$ cat config.mk
export PLATFORM = sky130hd
export DESIGN_NAME = otp_arbiter
export DESIGN_NICKNAME = d
export VERILOG_FILES = /design/src/rtl/otp_arbiter.sv
export SDC_FILE = /design/constraint.sdc
export NUM_CORES = 1
export LEC_CHECK = 0
export BUFFER_PORTS_ARGS = -buffer_cell sky130_fd_sc_hd__buf_4
export CORE_MARGIN = 2
export CORE_UTILIZATION = 42
export CTS_BUF_LIST = sky130_fd_sc_hd__clkbuf_4 sky130_fd_sc_hd__clkbuf_8
export DETAILED_ROUTE_END_ITERATION = 8
export PLACE_DENSITY = 0.79
export SLEW_MARGIN = 20
export SYNTH_ARGS = -nofsm -noshare
export SYNTH_HDL_FRONTEND = slang
export SYNTH_SLANG_ARGS = --single-unit
$ cat constraint.sdc
create_clock -name clk -period 1.4 [get_ports clk]
set_input_delay 0.28 -clock clk [delete_from_list [all_inputs] [get_ports clk]]
set_output_delay 0.28 -clock clk [all_outputs]
set_load 0.01 [all_outputs]
$ cat src/rtl/otp_arbiter.sv
// otp_arbiter: shares the single combinational OTP read port between the IFU and the LSU,
// holding the word address for WAIT_CYCLES cycles and returning a registered read word.
module otp_arbiter #(
  parameter int WAIT_CYCLES = 2,
  parameter int DEPTH_WORDS = 1024
) (
  input  logic        clk,
  input  logic        rst_n,
  input  logic        ifu_req,
  input  logic [31:0] ifu_addr,
  output logic        ifu_gnt,
  output logic        ifu_rvalid,
  output logic [31:0] ifu_rdata,
  output logic        ifu_err,
  input  logic        lsu_req,
  input  logic [31:0] lsu_addr,
  output logic        lsu_gnt,
  output logic        lsu_rvalid,
  output logic [31:0] lsu_rdata,
  output logic        lsu_err,
  output logic [31:0] otp_pa,
  input  logic [31:0] otp_pdataout
);

  typedef enum logic [1:0] {
    ST_IDLE   = 2'd0,
    ST_ACCESS = 2'd1,
    ST_RESP   = 2'd2
  } state_t;

  localparam logic [3:0]  CNT_LAST  = 4'(WAIT_CYCLES - 1);
  localparam logic [29:0] DEPTH_LIM = 30'(DEPTH_WORDS);

  state_t      state_r;
  logic [3:0]  cnt_r;
  logic        last_lsu_r;
  logic        own_lsu_r;
  logic        oor_r;
  logic [31:0] addr_r;
  logic [31:0] data_r;
  logic        ifu_rvalid_r;
  logic        lsu_rvalid_r;
  logic        ifu_err_r;
  logic        lsu_err_r;

  logic        window_s;
  logic        contend_s;
  logic        pick_lsu_s;
  logic        grant_s;
  logic        gnt_oor_s;
  logic [31:0] gnt_addr_s;
  logic        unused_addr_bits_s;

  // Arbitration: grants only in IDLE or RESP; the round-robin bit breaks ties.
  always_comb begin
    window_s   = 1'b0;
    contend_s  = 1'b0;
    pick_lsu_s = 1'b0;
    grant_s    = 1'b0;
    gnt_addr_s = 32'h0;
    gnt_oor_s  = 1'b0;
    if ((state_r == ST_IDLE) || (state_r == ST_RESP)) begin
      window_s = 1'b1;
    end else begin
      window_s = 1'b0;
    end
    contend_s = ifu_req & lsu_req;
    if (contend_s) begin
      pick_lsu_s = ~last_lsu_r;
    end else begin
      pick_lsu_s = lsu_req;
    end
    grant_s = window_s & (ifu_req | lsu_req);
    if (pick_lsu_s) begin
      gnt_addr_s = lsu_addr;
    end else begin
      gnt_addr_s = ifu_addr;
    end
    gnt_oor_s = (gnt_addr_s[31:2] >= DEPTH_LIM);
    ifu_gnt   = grant_s & ~pick_lsu_s;
    lsu_gnt   = grant_s & pick_lsu_s;
  end

  // Access sequencer: latch on grant, hold the address for WAIT_CYCLES, then present the response.
  always_ff @(posedge clk or negedge rst_n) begin
    if (!rst_n) begin
      state_r      <= ST_IDLE;
      cnt_r        <= 4'd0;
      last_lsu_r   <= 1'b0;
      own_lsu_r    <= 1'b0;
      oor_r        <= 1'b0;
      addr_r       <= 32'h0;
      data_r       <= 32'h0;
      ifu_rvalid_r <= 1'b0;
      lsu_rvalid_r <= 1'b0;
      ifu_err_r    <= 1'b0;
      lsu_err_r    <= 1'b0;
    end else begin
      case (state_r)
        ST_IDLE: begin
          if (grant_s) begin
            state_r <= ST_ACCESS;
          end else begin
            state_r <= ST_IDLE;
          end
        end
        ST_ACCESS: begin
          if (cnt_r == CNT_LAST) begin
            state_r <= ST_RESP;
            // Out-of-range reads still address the OTP but the returned word is discarded.
            if (oor_r) begin
              data_r <= 32'h0;
            end else begin
              data_r <= otp_pdataout;
            end
            ifu_rvalid_r <= ~own_lsu_r;
            lsu_rvalid_r <= own_lsu_r;
            ifu_err_r    <= ~own_lsu_r & oor_r;
            lsu_err_r    <= own_lsu_r & oor_r;
          end else begin
            cnt_r <= cnt_r + 4'd1;
          end
        end
        ST_RESP: begin
          ifu_rvalid_r <= 1'b0;
          lsu_rvalid_r <= 1'b0;
          ifu_err_r    <= 1'b0;
          lsu_err_r    <= 1'b0;
          if (grant_s) begin
            state_r <= ST_ACCESS;
          end else begin
            state_r <= ST_IDLE;
          end
        end
        default: begin
          state_r <= ST_IDLE;
        end
      endcase
      if (grant_s) begin
        addr_r    <= gnt_addr_s;
        own_lsu_r <= pick_lsu_s;
        oor_r     <= gnt_oor_s;
        cnt_r     <= 4'd0;
        if (contend_s) begin
          last_lsu_r <= pick_lsu_s;
        end
      end
    end
  end

  assign ifu_rvalid = ifu_rvalid_r;
  assign lsu_rvalid = lsu_rvalid_r;
  assign ifu_err    = ifu_err_r;
  assign lsu_err    = lsu_err_r;
  assign ifu_rdata  = data_r;
  assign lsu_rdata  = data_r;
  assign otp_pa     = {addr_r[31:2], 2'b00};

  assign unused_addr_bits_s = ^addr_r[1:0];

endmodule

==> results by group, run 1 <==
Worst setup path
  • Critical path type: reg -> reg
  • CP cell instances: inv_1, ha_2, or3b_4, buf_4, nand2_2, nor2_1, a21oi_1, nor2_1
  • WP data required: about 1.6 ns
  • Most frequent CP cell: nor2_1
  • Worst setup SP type: flip-flop
  • Slowest stage delay, CP: approximately 0.4 ns
  • R2r startpoint: cnt_r[1]$_DFFE_PN0P_
  • Max FO, Critical Path: 3
  • CP Capture Type: flip-flop
  • Critical-path top delay cell: or3b_4
  • Worst setup path startpoint: cnt_r[1]$_DFFE_PN0P_
  • Worst endpoint data arrival time: between 1.5 and 2 ns

Layout
  • Post-Layout Cell Count: between 700 and 800
  • Fin util: between 70% and 80%
  • Ant. Diodes: 0
  • Nets: 715
  • Commonest non-fill, non-tap cell in the layout: buf_4
  • Layout cells sized above 1: 55.34%
  • Final Cell Area: 6106 um2
  • Leading cell types in the layout, fill and taps excluded: buf_4 (211), nand2_1 (82), dfrtp_1 (74)
  • Syn-to-layout area delta: 63.32%

Logic synthesis
  • Area of the mapped netlist: roughly 3700 um2
  • Yosys cell types: 36
  • Area contributors post-synth: dfrtp_1 (50%), nand2_1 (10%), buf_4 (6.8%)
  • Post-synth top flop: dfrtp_1
  • Sequential area share after synthesis: between 50% and 60%
  • FF+latch count, synth: 75
  • Mapped Cells: ~420
  • Synth Warn #: 0
  • Yosys top cell by area: dfrtp_1
  • Asr flop ratio synth: between 90% and 100%
  • Post-synth EDFFs: 0
  • Syn Area/Cell: about 9.0 um2
  • Yosys top cell area share: 50.20%

Clock network
  • CTS root buf: clkbuf_8
  • CTS Buf Count: 9
  • Sink Count: 75
  • H-tree depth: 3
  • CTS tree: built
  • Worst skew pair latency: roughly 0.34 ns
  • Maximum clock path buffer count: 2
  • Clk pin slew, worst setup/hold paths: around 0.090 ns

Floorplanning
  • Die H: about 98 um
  • Core Rows: 34
  • Starting Density: 43.08%
  • Die area: ~9700 um2
  • Boundary Pins: 202
  • Core ar.: ~8700 um2
  • Die width: 98.35 um

Route
  • DRT iter0 DRCs: 85
  • Vias: about 3700
  • Residual DRC count: 0
  • ANT nets after route: 0
  • Detailed Route WL: 11040 um
  • Drt first pass iters: 5
  • Avg WL per Cell: 15.20 um
  • Vias per Instance: 5.069

Power
  • Seq pwr share: 32.6%
  • Static Leak: between 2 and 3 nW
  • Clock power frac: between 10 and 15%
  • Power Density: 1686 nW/um2
  • Logic gate share of total power: between 50% and 60%
  • Net Sw Power: between 3 and 4 mW
  • Sw frac: 37.29%
  • Pwr Total: slightly above 10 mW
  • Power Internal: 6.455 mW
  • Maximum VDD drop: a little under 1 mV

Timing
  • Unrepaired setup endpoints after global routing: true
  • Setup WS post-layout: -0.1612 ns
  • Final setup fails: 45
  • Minimum clock period: around 1.6 ns
  • Max-slew violation count: 0
  • WHS: 0.1970 ns
  • Tcrit/Tclk final: 111.5%
  • Setup TNS: -2.894 ns
  • F_max: 0.6405 GHz
  • Final Hold Violating Endpoints: 0
  • Fin Clk Skew: between 0.01 and 0.015 ns

Placed design
  • Post-place setup slack: -0.1215 ns
  • Placer Congestion: around 0.91
  • Placement Cell Area: roughly 5200 um2
  • Placed cells: a little under 700
  • Dpl hpwl: 7216 um
  • Buffers on Ports: between 150 and 200

Global route
  • GRT Resource Usage Total: 20.07%
  • Initial antenna violation count: 0
  • Largest net degree at the start of global routing: 76
  • First-pass GRT wire length: approximately 16000 um
  • Vias in the first global route: 3371
  • Congestion Overflow GR: 0

Outcome
  • Outcome: finished, violations left
  • Violated checks: negative setup slack

Run
  • Max Cap Violations: 0

Worst hold path
  • Hold Path Class: in -> reg
  • Min-Delay Startpoint: lsu_addr[5]
registers in the layout (all words and copies together), names as in the netlist, 2 cells and up:
| register | cells |
|---|---|
| ifu_rdata | 32 |
| cnt_r | 4 |
| state_r | 2 |
| addr_r | 30 |
kinds of logic after synthesis:
family / Yosys count / synth area share (%)
buffers and inverters: 59 / 10.61
AOI/OAI and AO/OA: 75 / 12.58
other: 1 / 0.1003
muxes: 2 / 0.5355
adders and majority gates: 2 / 0.6692
DFF: 75 / 50.20
and+or+nand+nor: 198 / 24.36
xor gates and xnor gates: 4 / 0.9373
cell usage after synthesis (5+ instances only):
cell type and n:
nand2_1 101, dfrtp_1 75, nor2_1 39, buf_4 34, nand2b_1 34, a31oi_1 32, o21ai_0 20, buf_2 14
o21ai_2 10, nor4_1 9, o21ai_1 7, clkbuf_1 5
power groups by stage:
| stage | clock network, mW | logic, mW | registers [mW] |
|---|---|---|---|
| 2_1_floorplan | 0 | 1.78 | 3.43 |
| 3_3_place_gp | 0 | 3.64 | 3.21 |
| 3_5_place_dp | 0 | 3.74 | 3.24 |
| 4_1_cts | 1.55 | 4.07 | 3.21 |
| 5_1_grt | 1.63 | 5.82 | 3.43 |
| 6_report | 1.49 | 5.45 | 3.35 |
final cells by class:
type                    instances  area [um2]
fillers                       654        2572
repair buffers                242        2140
flip-flops and latches         75        1878
multi-input cells             283        1767
clock buffers                  10       137.6
well taps                     108       135.1
clock inverters                 6       41.29
inverters                       2       7.507
critical path: cells and delay by family (launching register included):
kind                     cells  cell delay (ns)
adder cells (fa/ha/maj)      1             0.18
flip-flops                   1             0.38
AND/OR/NAND/NOR              4             0.57
buffers and inverters        2             0.22
AO/OA/AOI/OAI                1             0.10
path summary, 6_finish.rpt:
check / cells after the start / slack (ns) / endpoint
worst min-delay path: 3 / 0.20 / addr_r[5]$_DFFE_PN0P_
worst min register to register: 1 / 0.51 / oor_r$_DFFE_PN0P_
worst max register to register: 8 / -0.16 / cnt_r[1]$_DFFE_PN0P_
max in group asynchronous: 3 / 0.57 / ifu_rdata[19]$_DFFE_PN0P_
worst max-delay path: 8 / -0.16 / cnt_r[1]$_DFFE_PN0P_
min in group asynchronous: 3 / 0.49 / ifu_rdata[25]$_DFFE_PN0P_
what timing repair did:
action,CTS,global route
resized for setup,22,104
setup endpoints to repair,19,71
setup buffers,7,10
pin swaps,11,21
hold buffers,1,0
cloned,1,10
endpoints found under the hold margin,75,0
metal layers:
layer / part of all wire, % / track usage, % / up-vias
li1: - / - / 1739
met1: 40 / 24.57 / 1735
met2: 50 / 33.49 / 189
met3: 8.8 / 5.798 / 17
met4: 1.5 / 7.903 / 0
met5: 0 / 0 / -
Note: power is estimated with default switching activity, not from simulation.
==> run 2: changes to the inputs <==
BUFFER_PORTS_ARGS = not set   (was -buffer_cell sky130_fd_sc_hd__buf_4)
CORE_UTILIZATION = 50   (was 42)
CTS_CLUSTER_SIZE = 30   (was not set)
DONT_BUFFER_PORTS = 1   (was not set)
PLACE_DENSITY = 0.68   (was 0.79)
REMOVE_ABC_BUFFERS = 1   (was not set)
==> run 2 against run 1 <==
The run ends with negative hold slack, negative setup slack left. Highest routed layer unchanged. Cell area shrank 33%. Worst hold slack lost 0.56 ns. Maximum frequency grew 3.2%. Utilization shrank 14 points. Total power shrank 20%.
==> results by group, run 2 (synthesized netlist as in run 1, its figures left out) <==
Layout
  • Syn-to-layout area delta: 8.702%
  • Nets: 495 (-31%)
  • Layout cells sized above 1: 17.09% (-38 points)
  • Leading cell types in the layout, fill and taps excluded: nand2_1 (96), dfrtp_1 (74), nor2_1 (36)
  • Fin util: 56.03% (-14 points)
  • Commonest non-fill, non-tap cell in the layout: nand2_1
  • Ant. Diodes: 0 (unchanged)
  • Filler instances: 629 (-3.8%)
  • Largest register FFs: 32 (unchanged)

Route
  • Top sig layer: met4
  • DRT iter0 DRCs: 107 (+26%)
  • ANT nets after route: 0 (unchanged)
  • Residual DRC count: 0 (unchanged)
  • Avg WL per Cell: 16.93 um (+11%)
  • Drt first pass iters: 4 (-1)
  • Vias: 2709 (-26%)
  • Detailed Route WL: 8412 um (-24%)
  • M1 WL: 3443 um (-22%)
  • Met2 wire length: 4093 um (-25%)
  • Vias per Instance: 5.451 (+7.5%)
  • Met3 wire len: 747 um (-23%)

Worst setup path
  • Worst setup SP type: flip-flop
  • Critical path type: reg -> reg
  • R2r startpoint: cnt_r[1]$_DFFE_PN0P_
  • Worst endpoint data arrival time: 1.74 ns (-0.04 ns)
  • Worst reg2reg path depth: 7 (-1)
  • R2R Setup Slk: -0.11 ns (+0.05 ns)
  • WP data required: 1.62 ns (about the same)
  • Max FO, Critical Path: 4 (+1)
  • R2r endpoint: cnt_r[2]$_DFFE_PN0P_
  • CP Capture Type: flip-flop

Worst hold path
  • Hold Path Class: in -> async

Clock network
  • CTS root buf: clkbuf_8
  • Maximum clock path buffer count: 2 (unchanged)
  • Worst skew pair latency: 0.33 ns (about the same)
  • CTS tree: built
  • Sink Count: 75 (unchanged)
  • Clk pin slew, worst setup/hold paths: 0.08 ns (about the same)
  • CTS Buf Count: 9 (unchanged)
  • H-tree depth: 3 (unchanged)

Outcome
  • Violated checks: negative hold slack, negative setup slack
  • Outcome: finished, violations left

Placed design
  • Buffers on Ports: 0 (-100%)
  • Placer Congestion: 0.8331 (-8.8%)
  • Dpl hpwl: 5680 um (-21%)

Global route
  • First-pass GRT wire length: 13250 um (-15%)
  • Congestion Overflow GR: 0 (unchanged)
  • Initial antenna violation count: 0 (unchanged)
  • Vias in the first global route: 2753 (-18%)
  • Largest net degree at the start of global routing: 76 (unchanged)
  • GRT Resource Usage Total: 20.23% (+0.17 points)

Floorplanning
  • Core Rows: 31 (-8.8%)
  • Starting Density: 51.54% (+8.5 points)
  • Die H: 90.47 um (-8.0%)
  • Die width: 90.47 um (-8.0%)
  • Die area: 8185 um2 (-15%)
  • Boundary Pins: 202 (unchanged)
  • Core ar.: 7253 um2 (-16%)

Power
  • Maximum VDD drop: 0.9291 mV (-5.6%)
  • Static Leak: 1.733 nW (-41%)
  • Power Density: 2019 nW/um2 (+20%)

Timing
  • Final Hold Violating Endpoints: 75 (+75)
  • Fin Clk Skew: 0.008302 ns (-0.005867 ns)
  • Minimum clock period: 1.513 ns (-0.04787 ns)
  • Unrepaired setup endpoints after global routing: true
  • Setup WS post-layout: -0.1133 ns (+0.04787 ns)
  • WHS: -0.3625 ns (-0.5596 ns)
  • F_max: 0.6608 GHz (+3.2%)
  • Max-slew violation count: 0 (unchanged)
  • Final setup fails: 14 (-69%)
  • Tcrit/Tclk final: 108.1% (-3.4 points)

Run
  • Max Cap Violations: 0 (unchanged)
-- run 2: changes by cell type in the layout (fill, tap and decap cells not counted), moves of 6 or more --
| cell | previous run | this run |
|---|---|---|
| buf_4 | 211 | 16 |
| nor2_1 | 8 | 36 |
| nor2_2 | 21 | 1 |
| o21ai_0 | 4 | 19 |
| nand2_1 | 82 | 96 |
| o21ai_2 | 22 | 10 |
| buf_6 | 10 | 2 |
| clkbuf_16 | 9 | 1 |
| nand2_2 | 12 | 4 |
| nor2_4 | 11 | 3 |
| nand2_4 | 7 | 1 |
-- run 2: critical path, cell delays in order (launching register included) --
cell	delay (ns)
dfrtp_1	0.38
inv_1	0.05
ha_1	0.14
or3b_4	0.42
and2_4	0.17
nand2_2	0.06
xor2_1	0.13
nor2_1	0.05
-- run 2: where the power goes --
part           internal (mW)  total, mW  switching, mW
registers               2.78       3.56          0.775
logic                   1.08       2.40           1.33
clock network           1.48       2.24          0.759
-- run 2: final cells by class --
class | instances | area (um2) | share of cell area (%)
clock buffers | 12 | 158.9 | 3.910
clock inverters | 4 | 120.1 | 2.956
inverters | 2 | 7.507 | 0.1847
multi-input cells | 283 | 1553 | 38.21
flip-flops and latches | 75 | 1878 | 46.21
well taps | 99 | 123.9 | 3.048
repair buffers | 22 | 222.7 | 5.480
-- run 2: per-layer routing --
layer / up-vias / GRT usage, %
met4: 0 / 7.051
met5: - / 0
met1: 1257 / 22.93
met2: 147 / 34.95
met3: 13 / 7.596
li1: 1292 / -
-- run 2: worst max-delay path by stage --
stage / start / end / cells past startpoint
5_1_grt: cnt_r[1]$_DFFE_PN0P_ / cnt_r[2]$_DFFE_PN0P_ / 7
4_1_cts: cnt_r[1]$_DFFE_PN0P_ / cnt_r[2]$_DFFE_PN0P_ / 7
3_3_place_gp: cnt_r[1]$_DFFE_PN0P_ / cnt_r[2]$_DFFE_PN0P_ / 7
2_1_floorplan: cnt_r[0]$_DFFE_PN0P_ / ifu_rdata[0]$_DFFE_PN0P_ / 4
3_5_place_dp: cnt_r[1]$_DFFE_PN0P_ / cnt_r[2]$_DFFE_PN0P_ / 7
6_report: cnt_r[1]$_DFFE_PN0P_ / cnt_r[2]$_DFFE_PN0P_ / 7
-- run 2: repair_timing --
action,CTS,global route
endpoints found under the setup margin,41,43
hold endpoints to repair,75,75
pin swaps,6,9
setup buffers,4,4
resized for setup,13,11
cloned,0,2
-- run 2: per-stage QoR --
step | worst slack (ns) | cells | area, um2 | power (mW) | setup TNS (ns)
floorplan | -0.8631 | 360 | 3353 | 4.917 | -33.77
CTS | -0.1004 | 491 | 3953 | 8.057 | -2.474
finish | -0.1133 | 497 | 4064 | 8.206 | -0.5530
detailed placement | -0.1007 | 472 | 3602 | 5.673 | -1.761
global route | -0.1705 | 497 | 4064 | 8.785 | -4.177
global placement | -0.06786 | 472 | 3602 | 5.589 | -1.229
